==> src/rtl/conv_mac_engine_pkg.sv <==
// Shared types and constants for the convolution MAC engine.
// Latency: n/a (declarations only).
// Backpressure: n/a.
// Contents: FSM state encoding, datapath widths, 3x3 window size, requantiser helper.
package conv_mac_engine_pkg;

  localparam int PIX_W  = 8;
  localparam int WGT_W  = 8;
  localparam int ACC_W  = 24;
  localparam int BIAS_W = 16;
  localparam int WIN_N  = 9;
  // Bits per channel in a packed 3x3 window or kernel slice.
  localparam int CH_W   = WIN_N * PIX_W;

  typedef enum logic [2:0] {
    IDLE,
    LOAD,
    KCLR,
    READY,
    MAC,
    OUT
  } state_t;

  // ReLU, then arithmetic right shift, then clamp to the 8-bit activation range.
  function automatic logic [PIX_W-1:0] requant(input logic signed [ACC_W-1:0] acc,
                                               input int shift);
    logic signed [ACC_W-1:0] pos;
    logic signed [ACC_W-1:0] shifted;
    pos     = acc[ACC_W-1] ? '0 : acc;
    shifted = pos >>> shift;
    if (shifted > 24'sd255) return 8'hFF;
    return shifted[PIX_W-1:0];
  endfunction

endpackage

==> src/rtl/conv_mac_engine_mac9.sv <==
// Nine-tap multiply-accumulate for one input channel of a 3x3 window.
// Latency: combinational.
// Backpressure: none; result follows inputs.
// Ports: pix (nine unsigned pixels), wgt (nine signed weights), sum (signed dot product).
module mac9
  import conv_mac_engine_pkg::*;
(
  input  logic        [CH_W-1:0]  pix,
  input  logic        [CH_W-1:0]  wgt,
  output logic signed [ACC_W-1:0] sum
);

  // Pixel is zero-extended to 9 bits so the signed multiply treats it as unsigned.
  logic signed [PIX_W+WGT_W:0] prod;

  always_comb begin
    sum  = '0;
    prod = '0;
    for (int k = 0; k < WIN_N; k++) begin
      prod = $signed({1'b0, pix[k*PIX_W +: PIX_W]}) * $signed(wgt[k*WGT_W +: WGT_W]);
      sum  = sum + ACC_W'(prod);
    end
  end

endmodule

==> src/rtl/conv_mac_engine.sv <==
// Per-output-channel 3x3 conv engine: load kernel, then MAC one channel per cycle per window.
// Latency: window accepted at T, result valid at T+IC+2.
// Backpressure: win_ready only in READY; result held in OUT until res_ready.
// Ports: start/out_c/bias begin a pass; c_load/c_load_done/kernel_flat/ld_out_c talk to the
//        kernel loader; win_* is the window input; res_* the activation output; busy/done status.
module conv_mac_engine
  import conv_mac_engine_pkg::*;
#(
  parameter int IC    = 0,
  parameter int SHIFT = 8
) (
  input  logic                       clk,
  input  logic                       rst,
  input  logic                       start,
  input  logic [3:0]                 out_c,
  input  logic signed [BIAS_W-1:0]   bias,
  output logic                       c_load,
  input  logic                       c_load_done,
  input  logic [(IC+1)*CH_W-1:0]     kernel_flat,
  output logic [3:0]                 ld_out_c,
  input  logic                       win_valid,
  output logic                       win_ready,
  input  logic [(IC+1)*CH_W-1:0]     win_data,
  input  logic                       win_last,
  output logic                       res_valid,
  input  logic                       res_ready,
  output logic [PIX_W-1:0]           res_data,
  output logic                       busy,
  output logic                       done
);

  localparam int NCH    = IC + 1;
  localparam int FLAT_W = NCH * CH_W;

  state_t                   state, state_nx;
  logic [FLAT_W-1:0]        kernel_q;
  logic [FLAT_W-1:0]        win_q;
  logic                     win_last_q;
  logic signed [BIAS_W-1:0] bias_q;
  logic [3:0]               cnt;
  logic signed [ACC_W-1:0]  acc;
  logic signed [ACC_W-1:0]  acc_nx;
  logic signed [ACC_W-1:0]  ch_sum;
  logic [CH_W-1:0]          pix_sel;
  logic [CH_W-1:0]          wgt_sel;
  logic                     mac_last;

  // Channel mux driven by the MAC counter; constant slices keep every select in range.
  always_comb begin
    pix_sel = '0;
    wgt_sel = '0;
    for (int c = 0; c < NCH; c++) begin
      if (cnt == 4'(c)) begin
        pix_sel = win_q[c*CH_W +: CH_W];
        wgt_sel = kernel_q[c*CH_W +: CH_W];
      end
    end
  end

  mac9 u_mac9 (
    .pix (pix_sel),
    .wgt (wgt_sel),
    .sum (ch_sum)
  );

  assign acc_nx   = acc + ch_sum;
  assign mac_last = (cnt == 4'(IC));
  assign busy     = (state != IDLE);

  always_ff @(posedge clk or posedge rst) begin
    if (rst) state <= IDLE;
    else     state <= state_nx;
  end

  always_comb begin
    state_nx  = state;
    c_load    = 1'b0;
    win_ready = 1'b0;
    res_valid = 1'b0;
    done      = 1'b0;
    case (state)
      IDLE:  if (start) state_nx = LOAD;
      LOAD: begin
        c_load = 1'b1;
        if (c_load_done) state_nx = KCLR;
      end
      // Wait for the loader to drop its acknowledge so a held ack is never re-used.
      KCLR:  if (!c_load_done) state_nx = READY;
      READY: begin
        win_ready = 1'b1;
        if (win_valid) state_nx = MAC;
      end
      MAC:   if (mac_last) state_nx = OUT;
      OUT: begin
        res_valid = 1'b1;
        if (res_ready) begin
          state_nx = win_last_q ? IDLE : READY;
          done     = win_last_q;
        end
      end
      default: state_nx = IDLE;
    endcase
  end

  always_ff @(posedge clk or posedge rst) begin
    if (rst) begin
      ld_out_c   <= '0;
      bias_q     <= '0;
      kernel_q   <= '0;
      win_q      <= '0;
      win_last_q <= 1'b0;
      acc        <= '0;
      cnt        <= '0;
      res_data   <= '0;
    end else begin
      case (state)
        IDLE: if (start) begin
          ld_out_c <= out_c;
          bias_q   <= bias;
        end
        LOAD: if (c_load_done) kernel_q <= kernel_flat;
        READY: if (win_valid) begin
          win_q      <= win_data;
          win_last_q <= win_last;
          acc        <= ACC_W'(bias_q);
          cnt        <= '0;
        end
        MAC: begin
          acc <= acc_nx;
          cnt <= cnt + 4'd1;
          if (mac_last) res_data <= requant(acc_nx, SHIFT);
        end
        default: ;
      endcase
    end
  end

endmodule
==> config.mk <==
export PLATFORM = sky130hd
export DESIGN_NAME = conv_mac_engine
export DESIGN_NICKNAME = d
export VERILOG_FILES = /design/src/rtl/conv_mac_engine_pkg.sv /design/src/rtl/conv_mac_engine_mac9.sv /design/src/rtl/conv_mac_engine.sv
export SDC_FILE = /design/constraint.sdc
export NUM_CORES = 2
export LEC_CHECK = 0
export ABC_CLOCK_PERIOD_IN_PS = 30100
export CAP_MARGIN = 20
export CORE_MARGIN = 4
export CORE_UTILIZATION = 50
export CTS_CLUSTER_SIZE = 14
export DETAILED_ROUTE_END_ITERATION = 10
export GPL_ROUTABILITY_DRIVEN = 0
export GPL_TIMING_DRIVEN = 1
export PLACE_DENSITY = 0.7
export SKIP_CTS_REPAIR_TIMING = 1
export SLEW_MARGIN = 5
export SYNTH_ARGS = -nofsm -noshare
export SYNTH_HDL_FRONTEND = slang
export SYNTH_SLANG_ARGS = --single-unit
==> constraint.sdc <==
create_clock -name clk -period 30.1 [get_ports clk]
set_clock_uncertainty 0.2 [all_clocks]
set_input_delay 6.02 -clock clk [delete_from_list [all_inputs] [get_ports clk]]
set_output_delay 6.02 -clock clk [all_outputs]
set_load 0.05 [all_outputs]
==> impl_metrics.py <==
metrics = {
    "timing": {
        "setup-tns-final_ns": 0,
        "hold_viol": 0,
        "tightest_slew_ns": 1.095,
        "relSlewSlack_pct": 26.90,
        "fmax_mhz": 65.75,
        "fin_crit_ns": 15.21,
        "setup_violations": 0,
        "grt_setup_unrepaired": "no",
        "slew_viol_final": 0,
        "period_share_pct": 50.53,
    },
    "setup_path": {
        "arrival_ns": 15.41,
        "timing.critical_path.from_type": "flop",
        "worstSetupEndpointType": "flop",
        "crit_type": "reg -> reg",
        "cp_common_cell": "fa_1",
        "timing.critical_path.max_delay_family": "adder cells",
        "path_max_fanout": 125,
        "crit_buf_inv": 12,
        "slowest_delay_ns": 0.86,
        "critPathRequiredTime_ns": 30.30,
        "slowest_stage": "buf_4",
    },
    "die": {
        "ios": 188,
        "chipWidth_um": 262.1,
        "num_rows": 92,
        "dieArea_mm2": 0.06871,
        "initial_core_util_pct": 50.82,
        "core_area_mm2": 0.06354,
        "die_h_um": 262.1,
    },
    "global_routing": {
        "grt_max_degree": 126,
        "grt_pass1_vias": 24060,
        "grt_pass1_wl_um": 130800,
        "antenna_found_initial": 0,
        "grt.overflow.total": 0,
        "grt_use_total_pct": 24.27,
    },
    "status": {
        "status": "complete, no violations",
    },
    "synthesis": {
        "synth.distinct_cells": 67,
        "synthTopCellsByArea": "fa_1, dfrtp_1, ha_1",
        "synth_top_area_cell": "fa_1",
        "syn-num-nets": 4490,
        "syn_inst": 3374,
        "synth_area_mm2": 0.03229,
        "yosys.area.top_type_share_pct": 36.39,
        "synth_edf_count": 0,
        "synthFlopType": "dfrtp_1",
        "yosysWarnings": 0,
        "yosysSeqAreaShare_pct": 15.81,
        "syn_area_per_cell_um2": 9.570,
        "synthArstFlopShare_pct": 100.0,
        "ys_ff_latch": 204,
    },
    "clock_network": {
        "cts_buffer_depth": 3,
        "cts_buffers": 24,
        "ctsHtreeMaxLevel": 1,
        "cts_tree": "yes",
        "clock_sinks": 204,
        "clk_pin_slew_ns": 0.06,
        "cts-root-buf": "clkbuf_16",
        "worstSkewPairLatency_ns": 0.55,
    },
    "route": {
        "wl_um": 80320,
        "drtIter0Drc": 1632,
        "drc_errors": 0,
        "drtAntennaViolNets": 0,
        "wl_per_cell_um": 18.58,
        "first_pass_iters": 5,
        "routed_via_density": 5.269,
        "vias": 22770,
    },
    "cells_and_area": {
        "layout_common_cells": "inv_1, fa_1, nand2_1",
        "area_growth_pct": 10.43,
        "drive_above_1_share_pct": 5.639,
        "multi_input_comb_area_mm2": 0.02351,
        "fill_cells": 5659,
        "final_common_cell": "inv_1",
        "final_nets": 4574,
        "n_antenna_cell": 0,
        "seqCellArea_mm2": 0.005105,
    },
    "place": {
        "io_buffers": 187,
        "post-dp-hpwl_um": 67740,
    },
    "job": {
        "maxCapViolations": 0,
    },
    "min_path": {
        "hold_path_class": "reg -> reg",
    },
}
-- worst register-to-register path: cells and delay by family, from the launching register on --
kind / cells / cell delay (ns)
xor gates and xnor gates: 1 / 0.29
AOI/OAI and AO/OA: 8 / 2.11
buffers and inverters: 12 / 1.96
DFF: 1 / 0.42
adders and majority gates: 19 / 8.73
and+or+nand+nor: 5 / 1.32
-- cells by family after synthesis --
family / Yosys count / share of synthesized area [%]
buffers and inverters: 984 / 11.47
XOR/XNOR: 44 / 1.236
multiplexers: 93 / 3.240
adder cells (fa/ha/maj): 945 / 50.27
flip-flops: 204 / 15.81
AO/OA/AOI/OAI: 156 / 3.542
AND/OR/NAND/NOR: 948 / 14.43
-- path summary, 6_finish.rpt --
check | from | to | slack [ns] | cells after the start
worst max register to register | cnt[0]$_DFFE_PP0P_ | res_data[3]$_DFFE_PP0P_ | 14.89 | 45
min in group asynchronous | rst | win_q[5]$_DFFE_PP0P_ | 5.73 | 2
max in group asynchronous | rst | win_q[40]$_DFFE_PP0P_ | 22.64 | 3
worst min register to register | acc[2]$_DFFE_PP0P_ | acc[2]$_DFFE_PP0P_ | 0.30 | 2
worst min-delay path | acc[2]$_DFFE_PP0P_ | acc[2]$_DFFE_PP0P_ | 0.30 | 2
worst max-delay path | cnt[0]$_DFFE_PP0P_ | res_data[3]$_DFFE_PP0P_ | 14.89 | 45
-- final cells by class --
class,count,area share [%]
clock buffer,31,1.930
clock inverter,13,0.4421
inverter,842,8.885
multi-input combinational,2186,65.93
sequential,204,14.32
tap,846,2.969
timing repair buffer,200,5.523
-- stage by stage --
step                worst slack (ns)  instance area (µm²)  hold slack (ns)  instances  util, %
floorplan                      16.35                32290           0.2525       3374        -
global placement               15.22                34810           0.2881       4278    54.79
detailed placement             14.98                34810           0.2885       4278    54.79
CTS                            14.96                35660           0.3081       4322    56.12
global route                   14.10                35660           0.3239       4322    56.12
finish                         14.89                35660           0.3015       4322    56.12
-- flip-flops by register name, summed over array words and instances, names as in the netlist --
name        count
win_last_q      1
acc            24
res_data        8
cnt             4
kernel_q       72
state           3
ld_out_c        4
bias_q         16
win_q          72
-- per-layer routing --
layer | wire, µm | track usage (%)
met1 | 35250 | 34.28
met2 | 37000 | 38.85
met3 | 5962 | 5.242
met4 | 2111 | 5.517
met5 | 0 | 0
-- synth_stat cells (5+ instances only) --
cell type,count
or2_2,28
xnor2_1,24
clkbuf_1,113
and2_1,21
a21oi_1,26
a22oi_1,11
nand2b_1,7
and3_1,288
nor2b_1,9
nor2_1,65
o21a_1,7
nand2_1,382
ha_1,358
nor3_1,10
xor2_1,19
mux2_2,92
buf_1,26
nand4_1,5
fa_1,587
inv_1,842
o21ai_0,37
a221o_1,5
a32oi_1,8
nand3_1,118
a21o_1,13
dfrtp_1,204
Power is left out: the tool's default activity adds up to more than one toggle a clock period on the data nets, which glitch-free logic cannot reach.
